File: src/rtl/fpd_round_pack.sv
// Round-and-pack back end for a single-precision divider.
// Stage 1 normalises the raw quotient and rounds it to nearest even.
// Stage 2 range-checks the exponent, applies the special cases and packs
// the IEEE-754 word together with the {overflow, underflow, inexact} flags.
//
// Handshake: a transfer happens on a rising edge where valid and ready are
// both high at that port. in_ready is combinational:
// S1 empty, or S1 moving into S2 this cycle. out_valid and out_ready follow
// the same rule. While the consumer stalls with both stages full, every
// register, including the output word, holds its value.
module fpd_round_pack #(
  parameter logic [31:0] QNAN = 32'h7FC00000
) (
  input  logic               clk,
  input  logic               rst,
  input  logic               in_valid,
  output logic               in_ready,
  input  logic               in_sign,
  input  logic signed [9:0]  in_exp,
  input  logic [26:0]        in_q,
  input  logic               in_rem_nz,
  input  logic [1:0]         in_special,
  output logic               out_valid,
  input  logic               out_ready,
  output logic [31:0]        out_ieee,
  output logic [2:0]         out_flags
);

  localparam logic [1:0] SP_ZERO = 2'b01;
  localparam logic [1:0] SP_INF  = 2'b10;
  localparam logic [1:0] SP_NAN  = 2'b11;

  // Stage 1 registers: rounded fraction (hidden bit implied), exponent, sticky state
  logic               s1_valid;
  logic               s1_sign;
  logic [1:0]         s1_special;
  logic signed [9:0]  s1_exp;
  logic [22:0]        s1_frac;
  logic               s1_inexact;

  // Stage 2 registers drive the outputs directly
  logic               s2_valid;
  logic [31:0]        s2_ieee;
  logic [2:0]         s2_flags;

  logic               s2_adv;

  // Normalise / round datapath
  logic [23:0]        mant_n;
  logic               guard;
  logic               sticky;
  logic signed [9:0]  exp_n;
  logic               round_up;
  logic [24:0]        mant_sum;
  logic [22:0]        frac_r;
  logic signed [9:0]  exp_r;
  logic               inexact_n;

  // Pack datapath
  logic [31:0]        pack_ieee;
  logic [2:0]         pack_flags;

  assign s2_adv    = !s2_valid || out_ready;
  assign in_ready  = !s1_valid || s2_adv;
  assign out_valid = s2_valid;
  assign out_ieee  = s2_ieee;
  assign out_flags = s2_flags;

  // Normalise the quotient to a 24-bit mantissa and round to nearest even
  always_comb begin
    mant_n    = in_q[25:2];
    guard     = in_q[1];
    sticky    = in_q[0] | in_rem_nz;
    exp_n     = in_exp - 10'sd1;
    if (in_q[26]) begin
      mant_n = in_q[26:3];
      guard  = in_q[2];
      sticky = (|in_q[1:0]) | in_rem_nz;
      exp_n  = in_exp;
    end
    round_up  = guard & (sticky | mant_n[0]);
    inexact_n = guard | sticky;
    mant_sum  = {1'b0, mant_n} + {24'd0, round_up};
    // A carry out of the mantissa renormalises by one place: 1.000.. x 2^(e+1)
    if (mant_sum[24]) begin
      frac_r = mant_sum[23:1];
      exp_r  = exp_n + 10'sd1;
    end else begin
      frac_r = mant_sum[22:0];
      exp_r  = exp_n;
    end
  end

  // Range-check the rounded exponent and pack, special operands take priority
  always_comb begin
    pack_ieee  = {s1_sign, s1_exp[7:0], s1_frac};
    pack_flags = {2'b00, s1_inexact};
    case (s1_special)
      SP_ZERO: begin
        pack_ieee  = {s1_sign, 31'd0};
        pack_flags = 3'b000;
      end
      SP_INF: begin
        pack_ieee  = {s1_sign, 8'hFF, 23'd0};
        pack_flags = 3'b000;
      end
      SP_NAN: begin
        pack_ieee  = QNAN;
        pack_flags = 3'b000;
      end
      default: begin
        if (s1_exp >= 10'sd255) begin
          pack_ieee  = {s1_sign, 8'hFF, 23'd0};
          pack_flags = 3'b101;
        end else if (s1_exp <= 10'sd0) begin
          pack_ieee  = {s1_sign, 31'd0};
          pack_flags = 3'b011;
        end
      end
    endcase
  end

  // Stage 1 register: loads whenever the port is ready, captures data on accept
  always_ff @(posedge clk or posedge rst) begin
    if (rst) begin
      s1_valid   <= 1'b0;
      s1_sign    <= 1'b0;
      s1_special <= 2'b00;
      s1_exp     <= '0;
      s1_frac    <= '0;
      s1_inexact <= 1'b0;
    end else if (in_ready) begin
      s1_valid <= in_valid;
      if (in_valid) begin
        s1_sign    <= in_sign;
        s1_special <= in_special;
        s1_exp     <= exp_r;
        s1_frac    <= frac_r;
        s1_inexact <= inexact_n;
      end
    end
  end

  // Stage 2 register: advances when empty or drained by the consumer
  always_ff @(posedge clk or posedge rst) begin
    if (rst) begin
      s2_valid <= 1'b0;
      s2_ieee  <= '0;
      s2_flags <= '0;
    end else if (s2_adv) begin
      s2_valid <= s1_valid;
      if (s1_valid) begin
        s2_ieee  <= pack_ieee;
        s2_flags <= pack_flags;
      end
    end
  end

endmodule

File: config.mk
export PLATFORM = sky130hd
export DESIGN_NAME = fpd_round_pack
export DESIGN_NICKNAME = d
export VERILOG_FILES = /design/src/rtl/fpd_round_pack.sv
export SDC_FILE = /design/constraint.sdc
export NUM_CORES = 1
export LEC_CHECK = 0
export BUFFER_PORTS_ARGS = -buffer_cell sky130_fd_sc_hd__buf_2
export CAP_MARGIN = 20
export CORE_ASPECT_RATIO = 0.75
export CORE_MARGIN = 2
export CORE_UTILIZATION = 42
export DETAILED_ROUTE_END_ITERATION = 10
export PLACE_DENSITY = 0.64
export SYNTH_ARGS = -nofsm -noshare
export SYNTH_HDL_FRONTEND = slang
export SYNTH_SLANG_ARGS = --single-unit
File: constraint.sdc
create_clock -name clk -period 6.9 [get_ports clk]
set_clock_uncertainty 0.1 [all_clocks]
set_input_delay 1.035 -clock clk [delete_from_list [all_inputs] [get_ports clk]]
set_output_delay 1.035 -clock clk [all_outputs]
set_load 0.1 [all_outputs]
# == After elaboration in Yosys (flattened, before gate mapping) ==
# Cells that the tools add are included.
# totals
register_bits,74
inputBits,45
out_inout_bits,37
word_cells,42
# op_classes
addsub,3
magnitude_cmp,2
n_eq_ne,3
n_mux,12
bitwise_logic,5
reduce_logical,8
# op_table
cell,count
case mux 32 bit (3 select lines),1
two-way mux 31 bit,2
adder 24 x 1 -> 25 bit,1
two-way mux 24 bit,1
two-way mux 23 bit,1
two-way mux 10 bit,2
"adder 10 x 2 -> 10 bit, second input constant",1
"greater-or-equal comparator 10 x 9 -> 1 bit, second input constant",1
"less-or-equal comparator 10 x 1 -> 1 bit, second input constant",1
"subtractor 10 x 2 -> 10 bit, second input constant",1
two-way mux 3 bit,2
"equality test 2 bit, second input constant",2
OR 1 bit,4
AND reduction 2 bit,2
OR reduction 3 bit,1
"equality test 2 x 1 -> 1 bit, second input constant",1
zero test 1 bit,2
logical OR 1 bit,2
two-way mux 1 bit,2
two-way mux 2 bit,1
OR reduction 2 bit,1
AND 1 bit,1

# == Longest topological paths before layout ==
# Gate-level depths: netlist of run 1.
# depth
depth_word,7
depth_mapped,15

# == Worst setup path after synthesis of run 1 ==
# Ideal clock, no wire load.
# synth_timing
path_type,input -> register
startpoint,input port in_q[26]
endpoint,register s1_exp[9]
t_arrival_ps,3801
setup_slack_ps,2907
cell_stages,14
cell_sequence,buf_6 buf_4 buf_4 buf_2 buf_2 nand2_1 a21boi_0 ha_1 nand2_1 nor4_4 nand4_2 nor4_4 a21oi_1 o31ai_2
# synth_between
elab_chain_len,5
elab_cells_between_ends,9
classes_between,add/sub: 2; mux: 5; bitwise: 2
# synth_lines
element,line,rtl
"start, declared",20,"input logic [26:0] in_q,"
two-way mux 1 bit / two-way mux 24 bit (equally long branches),75,if (in_q[26]) begin
OR 1 bit,81,round_up = guard & (sticky | mant_n[0]);
AND 1 bit,81,
adder 24 x 1 -> 25 bit,83,"mant_sum = {1'b0, mant_n} + {24'd0, round_up};"
two-way mux 10 bit *,85,if (mant_sum[24]) begin
"end signal, assigned",137,s1_exp <= exp_r;
"end, declared",37,logic signed [9:0] s1_exp;
# Mark *: on every way between the ends. The rest lies on a longest branch, timed or not.
# A chain may end at the register's enable or synchronous reset.

# == Worst setup path after layout of run 1 ==
# layout_timing
startpoint,input port in_q[26]
endpoint,register s1_exp[4]
# The elaborated chain is that of the path after synthesis.

==> results of run 1 <==
## synth_stat cells, types with 5 or more instances
master / instances
a21oi_1: 12
a22o_1: 26
and3_1: 6
buf_2: 7
clkbuf_1: 15
dfrtp_1: 74
inv_1: 5
mux2i_1: 28
nand2_1: 66
nand2b_1: 6
nand3_1: 14
nand4_1: 17
nor2_1: 23
nor3_1: 6
o21ai_0: 16
o21ai_1: 8
o22a_1: 10
o31ai_1: 6
or2_2: 7
xnor2_1: 12
xor2_1: 31
## cells by family after synthesis
family,Yosys count,share of synthesized area [%]
flops,74,41.5
compound gates,100,16.2
mux,32,7.35
simple gates,178,22.3
xor+xnor,43,8.44
buf+inv,33,3.34
fa+ha+maj,3,0.842
## flip-flops by register name, summed over array words and instances (netlist names)
name	cells
out_valid	1
s1_inexact	1
out_ieee	32
s1_valid	1
s1_frac	23
s1_exp	10
s1_special	2
out_flags	3
s1_sign	1
## routing by layer
layer	GRT usage [%]	part of all wire [%]	up-vias
met2	24.4	39	102
li1	-	-	1838
met1	32.7	53	1704
met5	0	0	-
met4	6.91	1.6	0
met3	3.41	6.5	12
## power by group through the flow
stage	Clock (uW)	Sequential, uW	Combinational (uW)
2_1_floorplan	0	795	164
3_3_place_gp	0	555	506
3_5_place_dp	0	557	513
4_1_cts	477	550	514
5_1_grt	497	558	541
6_report	471	549	512
## metrics by stage
stage | instances | worst slack [ns] | util (%) | hold slack, ns | area [sq um]
floorplan | 463 | 2.91 | - | 0.346 | 4460
global placement | 658 | 2.71 | 48.0 | 0.359 | 4960
detailed placement | 658 | 2.63 | 48.0 | 0.374 | 4960
CTS | 674 | 2.97 | 50.9 | 0.387 | 5260
global route | 675 | 2.65 | 51.0 | 0.393 | 5270
finish | 675 | 2.93 | 51.0 | 0.374 | 5270
## worst min-delay path by stage
stage | slack [ns] | end | cells after the start | from
2_1_floorplan | 0.35 | s1_sign | 2 | s1_sign
3_3_place_gp | 0.36 | out_ieee[31] | 2 | out_ieee[31]
3_5_place_dp | 0.37 | out_ieee[25] | 2 | out_ieee[25]
4_1_cts | 0.39 | out_ieee[25] | 2 | out_ieee[25]
5_1_grt | 0.39 | out_ieee[0] | 1 | s1_frac[0]
6_report | 0.37 | out_ieee[25] | 2 | out_ieee[25]
## cell type report
class	count	area (sq um)	share of cell area, %
multi-input cells	356	2460	46.8
flip-flops and latches	74	1850	35.2
repair buffers	88	455	8.65
clock buffers	12	256	4.87
well taps	136	170	3.23
clock inverters	4	50.0	0.950
inverters	5	18.8	0.356
## critical path, cell delays in order
cell      delay (ns)
buf_2           0.40
buf_4           0.48
nand2_1         0.08
a21boi_0        0.21
ha_1            0.23
nand2_1         0.19
nor4_2          0.55
and4_1          0.50
a41oi_1         0.17
o31ai_1         0.24
==> impl_metrics.csv, run 1 <==
group,metric,value,unit
clock_tree,cts.sinks,74,
timing,finalSetupViolCount,0,
floorplanning,die-area,0.0115,sq mm
timing,fin_crit_sh,57.5,%
global_route,overflow,0,
finish,final_cell_mix,"buf_2, dfrtp_1, nand2_1, xor2_1, mux2i_1",
power,seq_power_share,35.8,%
timing,post-route-min-period,3.97,ns
power,power.density,291,mW/mm^2
placed_design,gp_congestion,0.836,
timing,slew_viol_final,0,
clock_tree,clk_pin_slew,0.06,ns
worst_setup_path,ff2ff_setup_slack,5.25,ns
drt,wl_per_cell,16.0,um
worst_setup_path,critPathCapture,"s1_exp[4]",
clock_tree,cts_hold_buf,0,
drt,antenna_left,0,
power,switching_share,40.4,%
synth,async_flop_share,100,%
worst_setup_path,reg2reg_from,"s1_valid",
finish,nNetsFinal,582,
power,clockPowerShare,30.8,%
hold_path,hp-class,"reg -> reg",
timing,fmax,0.252,GHz
drt,drtIter0Drc,224,
floorplanning,fp.dieW,123,um
global_route,grt_usage,19.6,%
drt,vias,3656,
clock_tree,insertion_delay,0.33,ns
worst_setup_path,crit_type,"in -> reg",
synth,syn_avg_cell_area,9.63,sq um
floorplanning,die_h,93.3,um
floorplanning,fp-row-count,32,
power,peakVddDrop,119,uV
drt,drcViolationCount,0,
drt,wirelength,10800,um
run_status,outcome,"finished clean",
synth,ys_seq_elements,74,
clock_tree,clockBufferDepth,2,
drt,first_pass_iters,4,
synth,synth_area,0.00446,sq mm
synth,synth_cell_types,60,
power,internal_power,914,uW
clock_tree,post_cts_resized,0,
floorplanning,core_area,0.0103,sq mm
timing,relSlewSlack,40.4,%
global_route,grt_pass1_vias,3349,
clock_tree,cts_tree,"built",
timing,worst_pin_slew,0.872,ns
floorplanning,io_pins,82,
drt,vias_per_cell,5.42,
clock_tree,cts-htree-levels,3,
worst_setup_path,start_kind,"input port",
global_route,grt_pass1_wl,17400,um
clock_tree,root_buffer,"clkbuf_16",
finish,drive_above_1_share,24.3,%
synth,synth_top_area_share,41.5,%
floorplanning,initial_utilization,43.2,%
global_route,grt_max_degree,75,
synth,ys_seq_area_share,41.5,%
synth,yosysWarningCount,0,
finish,n_antenna_cell,0,
power,p_comb_share,33.4,%
clock_tree,cts_buffers,9,
placed_design,port_buffers,81,
global_route,grt_antenna_before_repair,0,
worst_setup_path,crit_required,7.04,ns
worst_setup_path,worst_setup_path_end_kind,"register",
worst_setup_path,r2r_end,"s1_frac[7]",
finish,areaGrowthSynthToFinish,18.1,%
placed_design,hpwl,8260,um
timing,hold_violations,0,
synth,syn_inst,463,
synth,synth_edf_count,0,
worst_setup_path,crit_fanout,34,
finish,final_common_cell,"buf_2",
synth,yosys.area.top_type,"dfrtp_1",
power,leakagePower,0.00239,uW
synth,yosys-top-cells-area,"dfrtp_1, mux2i_1, xor2_1",
clock_tree,post_cts_buffers,0,
synth,ys.flop_type,"dfrtp_1",
power,power,1530,uW
worst_setup_path,r2r_cells,5,
worst_setup_path,worstPathArrival,4.10,ns
timing,grt_setup_unrepaired,"false",
finish,fillers,993,
worst_setup_path,startpoint,"in_q[26]",
power,p_switching,618,uW
timing,tns,0,ns
run,maxCapViolations,0,
synth,synthesis.nets,511,
Power figures use the tool's default switching activity.
==> run 2, diff against run 1 <==
--- a/config.mk
+++ b/config.mk
@@ -5,13 +5,14 @@
 export SDC_FILE = /design/constraint.sdc
 export NUM_CORES = 1
 export LEC_CHECK = 0
+export ABC_AREA = 1
 export BUFFER_PORTS_ARGS = -buffer_cell sky130_fd_sc_hd__buf_2
 export CAP_MARGIN = 20
 export CORE_ASPECT_RATIO = 0.75
 export CORE_MARGIN = 2
 export CORE_UTILIZATION = 42
 export DETAILED_ROUTE_END_ITERATION = 10
-export PLACE_DENSITY = 0.64
+export PLACE_DENSITY = 0.66
 export SYNTH_ARGS = -nofsm -noshare
 export SYNTH_HDL_FRONTEND = slang
 export SYNTH_SLANG_ARGS = --single-unit
==> constraint.sdc (replaced) <==
create_clock -name clk -period 3.2 [get_ports clk]
set_clock_uncertainty 0.1 [all_clocks]
set_input_delay 0.48 -clock clk [delete_from_list [all_inputs] [get_ports clk]]
set_output_delay 0.48 -clock clk [all_outputs]
set_load 0.1 [all_outputs]
==> impl_metrics.csv, run 2 <==
group,metric,value,unit
synth,synth_common_cells,"nand2_1, inv_1, dfrtp_1, nor2_1, nand3_1",
power,peakVddDrop,343,uV
worst_setup_path,slowest_stage,"or2_0",
global_route,grt_max_degree,49,
placed_design,gp_congestion,0.929,
timing,tns,0,ns
worst_setup_path,ff2ff_setup_slack,0.89,ns
timing,relSlewSlack,47.6,%
timing,hold_violations,0,
synth,syn_inst,670,
power,p_comb_share,37.2,%
finish,fillers,1052,
clock_tree,post_cts_buffers,0,
placed_design,hpwl,9650,um
drt,first_pass_iters,5,
power,seq_power_share,32.6,%
floorplanning,die-area,0.0117,sq mm
worst_setup_path,start_kind,"input port",
drt,wirelength,12300,um
drt,drcViolationCount,0,
placed_design,port_buffers,81,
timing,fin_crit_sh,82.0,%
worst_setup_path,reg2reg_from,"s1_exp[0]",
timing,grt_setup_unrepaired,"false",
worst_setup_path,worst_setup_path_end_kind,"register",
synth,async_flop_share,100,%
finish,instances_no_fill,894,
synth,synth.most_common_cell,"nand2_1",
finish,drive_above_1_share,16.5,%
run_status,outcome,"finished clean",
placed_design,dp.cells,878,
power,leakagePower,0.00290,uW
synth,synthesis.nets,718,
drt,vias,4544,
finish,nNetsFinal,801,
worst_setup_path,cpMostUsedCell,"nand2_1",
synth,yosys.area.top_type,"dfrtp_1",
floorplanning,io_pins,82,
worst_setup_path,crit_required,3.31,ns
clock_tree,root_buffer,"clkbuf_16",
synth,synth_cell_types,36,
floorplanning,initial_utilization,43.7,%
clock_tree,clockBufferDepth,2,
clock_tree,cts_hold_buf,0,
finish,final_common_cell,"nand2_1",
synth,yosysWarningCount,0,
timing,slew_viol_final,0,
power,power.density,685,mW/mm^2
global_route,grt_pass1_vias,4160,
finish,largest_reg_flops,32,
timing,worst_pin_slew,0.784,ns
finish,areaGrowthSynthToFinish,19.6,%
synth,yosys-top-cells-area,"dfrtp_1, nand2_1, inv_1",
global_route,grt_pass1_wl,20900,um
clock_tree,post_cts_resized,0,
synth,synth_edf_count,0,
global_route,grt_antenna_before_repair,0,
clock_tree,cts-htree-levels,3,
finish,multi_input_area,0.00229,sq mm
finish,final_cell_mix,"nand2_1, buf_2, inv_1, dfrtp_1, nor2_1",
global_route,grt_usage,22.0,%
worst_setup_path,crit_chain,"buf_2 > inv_1 > o21ai_1 > nand2_1 > inv_1 > ha_1 > nand2_1 > nor2_1 > nand3_1 > nor2_2 > nand2_2 > or2_0 > nand3_1 > nand2_1",
synth,synth_area,0.00457,sq mm
clock_tree,cts.sinks,74,
clock_tree,insertion_delay,0.33,ns
floorplanning,fp.dieW,124,um
timing,fmax,0.381,GHz
worst_setup_path,r2r_cells,5,
hold_path,hp-class,"in -> async",
power,switching_share,43.3,%
synth,syn_avg_cell_area,6.82,sq um
clock_tree,clk_pin_slew,0.06,ns
timing,post-route-min-period,2.62,ns
worst_setup_path,r2r_end,"out_ieee[10]",
worst_setup_path,worstPathArrival,2.74,ns
floorplanning,die_h,94.3,um
finish,final_util,52.3,%
synth,ys.flop_type,"dfrtp_1",
finish,regArea,0.00185,sq mm
synth,ys_seq_area_share,40.5,%
drt,wl_per_cell,13.8,um
synth,synth_top_area_share,40.5,%
drt,vias_per_cell,5.08,
worst_setup_path,crit_type,"in -> reg",
synth,ys_seq_elements,74,
floorplanning,core_area,0.0105,sq mm
drt,antenna_left,0,
power,p_switching,1620,uW
power,clockPowerShare,30.2,%
run,maxCapViolations,0,
clock_tree,cts_tree,"built",
timing,finalSetupViolCount,0,
power,internal_power,2120,uW
worst_setup_path,crit_fanout,15,
floorplanning,fp-row-count,32,
global_route,overflow,0,
drt,drtIter0Drc,367,
finish,n_antenna_cell,0,
worst_setup_path,critPathMaxStageDelay,0.25,ns
clock_tree,cts_buffers,9,
## run 2: cell count changes in the layout (fill, tap and decap cells not counted), sizes merged, moves of 10 or more
cell and change:
mux2i -29, inv +77, nand3 +40, xor2 -20, xnor2 -10, nor4 -12, nand2 +166, o21ai +36
a22o -25, nor2 +48
## run 2: critical path, delay by kind of cell
family / cells / cell delay, ns
buffers and inverters: 3 / 0.43
AO/OA/AOI/OAI: 1 / 0.24
adder cells (fa/ha/maj): 1 / 0.21
AND/OR/NAND/NOR: 9 / 1.37
## run 2: cell type report
cell class                 count  share of cell area (%)
clock inverter                 3                    1.26
multi-input combinational    490                    41.8
sequential                    74                    33.9
timing repair buffer          94                    9.20
inverter                      84                    5.77
tap                          136                    3.11
clock buffer                  13                    4.94
## run 2: how the worst max path moves through the flow
stage,from,to,slack (ns),cells past startpoint
3_3_place_gp,in_q[26],s1_exp[3],0.37,15
3_5_place_dp,in_q[26],s1_exp[3],0.24,14
2_1_floorplan,out_valid,s1_frac[7],0.39,6
6_report,in_q[26],s1_exp[3],0.58,14
5_1_grt,in_q[26],s1_exp[3],0.33,14
4_1_cts,in_q[26],s1_exp[3],0.59,14
## run 2: cells by family after synthesis
family,share of synthesized area [%]
AND/OR/NAND/NOR,35.0
buffers and inverters,9.55
adder cells (fa/ha/maj),0.821
flip-flops,40.5
XOR/XNOR,2.66
AO/OA/AOI/OAI,11.4
## run 2: power by group through the flow
| stage | clock network (uW) | logic [uW] | registers, uW |
|---|---|---|---|
| after floorplan | 0 | 412 | 1920 |
| after global placement | 0 | 1380 | 1230 |
| after detailed placement | 0 | 1390 | 1230 |
| after CTS | 1140 | 1400 | 1220 |
| after global routing | 1180 | 1490 | 1240 |
| final | 1130 | 1390 | 1220 |
## run 2: per-stage QoR
stage	instance area, sq um	worst slack (ns)	power (uW)	hold slack, ns
after global placement	5130	0.366	2610	0.361
after global routing	5470	0.330	3910	0.136
after detailed placement	5130	0.245	2620	0.366
after floorplan	4580	0.386	2330	0.344
final	5470	0.575	3740	0.108
after CTS	5470	0.591	3760	0.123
## run 2: layer usage
metal	track usage, %	vias to the layer above	wire (um)
li1	-	2300	-
met2	31.1	159	4770
met5	0	-	0
met3	3.40	10	798
met1	34.8	2075	6640
met4	5.52	0	128
==> run 3, diff against run 2 <==
--- a/config.mk
+++ b/config.mk
@@ -5,14 +5,14 @@
 export SDC_FILE = /design/constraint.sdc
 export NUM_CORES = 1
 export LEC_CHECK = 0
-export ABC_AREA = 1
+export ABC_AREA = 0
 export BUFFER_PORTS_ARGS = -buffer_cell sky130_fd_sc_hd__buf_2
 export CAP_MARGIN = 20
 export CORE_ASPECT_RATIO = 0.75
 export CORE_MARGIN = 2
 export CORE_UTILIZATION = 42
 export DETAILED_ROUTE_END_ITERATION = 10
-export PLACE_DENSITY = 0.66
+export PLACE_DENSITY = 0.64
 export SYNTH_ARGS = -nofsm -noshare
 export SYNTH_HDL_FRONTEND = slang
 export SYNTH_SLANG_ARGS = --single-unit
==> constraint.sdc (replaced) <==
create_clock -name clk -period 2.5 [get_ports clk]
set_clock_uncertainty 0.1 [all_clocks]
set_input_delay 0.375 -clock clk [delete_from_list [all_inputs] [get_ports clk]]
set_output_delay 0.375 -clock clk [all_outputs]
set_load 0.1 [all_outputs]
==> impl_metrics.csv, run 3 (same netlist as run 1, synthesis figures left out) <==
group,metric,value,unit
run_status,outcome,"finished clean",
timing,hold_violations,0,
drt,wirelength,11100,um
power,leakagePower,0.00257,uW
drt,first_pass_iters,4,
timing,worst_pin_slew,0.914,ns
floorplanning,core_area,0.0103,sq mm
floorplanning,fp-row-count,32,
finish,largest_reg_flops,32,
worst_setup_path,start_kind,"input port",
global_route,grt_antenna_before_repair,0,
global_route,grt_max_degree,75,
finish,final_util,54.2,%
timing,fin_crit_sh,86.9,%
finish,multi_input_area,0.00252,sq mm
placed_design,port_buffers,81,
clock_tree,cts_buffers,9,
worst_setup_path,reg2reg_from,"s1_exp[8]",
global_route,grt_pass1_vias,3530,
timing,fmax,0.460,GHz
worst_setup_path,critPathCapture,"s1_exp[9]",
worst_setup_path,crit_type,"in -> reg",
global_route,grt_usage,20.6,%
clock_tree,cts.sinks,74,
finish,n_antenna_cell,0,
global_route,grt_pass1_wl,18300,um
worst_setup_path,worst_setup_path_end_kind,"register",
finish,final_cell_mix,"buf_2, dfrtp_1, nand2_1, buf_4, xor2_1",
finish,final_common_cell,"buf_2",
floorplanning,die-area,0.0115,sq mm
clock_tree,post_cts_resized,0,
clock_tree,cts_hold_buf,0,
finish,drive_above_1_share,30.4,%
placed_design,hpwl,8490,um
finish,fillers,957,
clock_tree,cts-htree-levels,3,
worst_setup_path,r2r_cells,6,
clock_tree,post_cts_buffers,0,
worst_setup_path,ff2ff_setup_slack,0.82,ns
timing,relSlewSlack,37.5,%
floorplanning,initial_utilization,43.2,%
finish,regArea,0.00185,sq mm
power,power.density,765,mW/mm^2
finish,nNetsFinal,613,
clock_tree,clockBufferDepth,2,
drt,vias_per_cell,5.39,
drt,drcViolationCount,0,
finish,areaGrowthSynthToFinish,25.5,%
floorplanning,io_pins,82,
timing,finalSetupViolCount,0,
timing,grt_setup_unrepaired,"false",
drt,wl_per_cell,15.7,um
clock_tree,clk_pin_slew,0.06,ns
placed_design,gp_congestion,0.852,
floorplanning,fp.dieW,123,um
power,peakVddDrop,321,uV
floorplanning,die_h,93.3,um
worst_setup_path,startpoint,"in_q[26]",
timing,post-route-min-period,2.17,ns
hold_path,hp-class,"in -> async",
timing,slew_viol_final,0,
worst_setup_path,crit_fanout,13,
timing,tns,0,ns
power,power,4280,uW
clock_tree,root_buffer,"clkbuf_16",
run,maxCapViolations,0,
worst_setup_path,r2r_end,"out_ieee[19]",
worst_setup_path,worstPathArrival,2.32,ns
drt,antenna_left,0,
clock_tree,insertion_delay,0.33,ns
worst_setup_path,crit_required,2.65,ns
clock_tree,cts_tree,"built",
global_route,overflow,0,
drt,vias,3802,
drt,drtIter0Drc,260,
[run 3: where the power goes]
part | switching, uW | leakage, uW | total (uW) | internal (uW)
clock | 474 | 0.000145 | 1300 | 825
sequential | 130 | 0.000919 | 1510 | 1380
combinational | 1110 | 0.00151 | 1470 | 352
[run 3: critical path: stages]
cell and delay (ns):
buf_2 0.15, buf_4 0.19, or4_4 0.57, a311oi_1 0.59, nor4_4 0.07, and3_1 0.21
o31ai_2 0.16
[run 3: layout make-up]
cell class,count,area share [%]
Clock inverter,4,0.894
Timing Repair Buffer,119,13.0
Multi-Input combinational cell,356,45.0
Inverter,5,0.335
Sequential cell,74,33.1
Clock buffer,12,4.58
Tap cell,136,3.04
[run 3: layer usage]
layer	global-route usage [%]	up-vias	share of wire, %
met1	34.7	1785	55
met3	3.78	10	5.9
met2	25.5	101	38
met4	5.97	0	1.3
li1	-	1906	-
met5	0	-	0
[run 3: worst min-delay path by stage]
stage / cells past startpoint / startpoint / end
2_1_floorplan: 2 / s1_sign / s1_sign
3_3_place_gp: 2 / out_ieee[31] / out_ieee[31]
3_5_place_dp: 2 / out_ieee[23] / out_ieee[23]
4_1_cts: 3 / rst / out_ieee[8]
5_1_grt: 3 / rst / s1_frac[9]
6_report: 3 / rst / out_ieee[8]
[run 3: through the flow]
stage	area [sq um]	hold WS [ns]	std cells	worst slack (ns)
after detailed placement	5290	0.367	690	-0.0214
after CTS	5600	0.0394	706	0.337
after global placement	5290	0.358	690	0.0115
after global routing	5600	0.0605	706	0.120
final	5600	0.0180	706	0.328
after floorplan	4600	0.344	463	-0.195
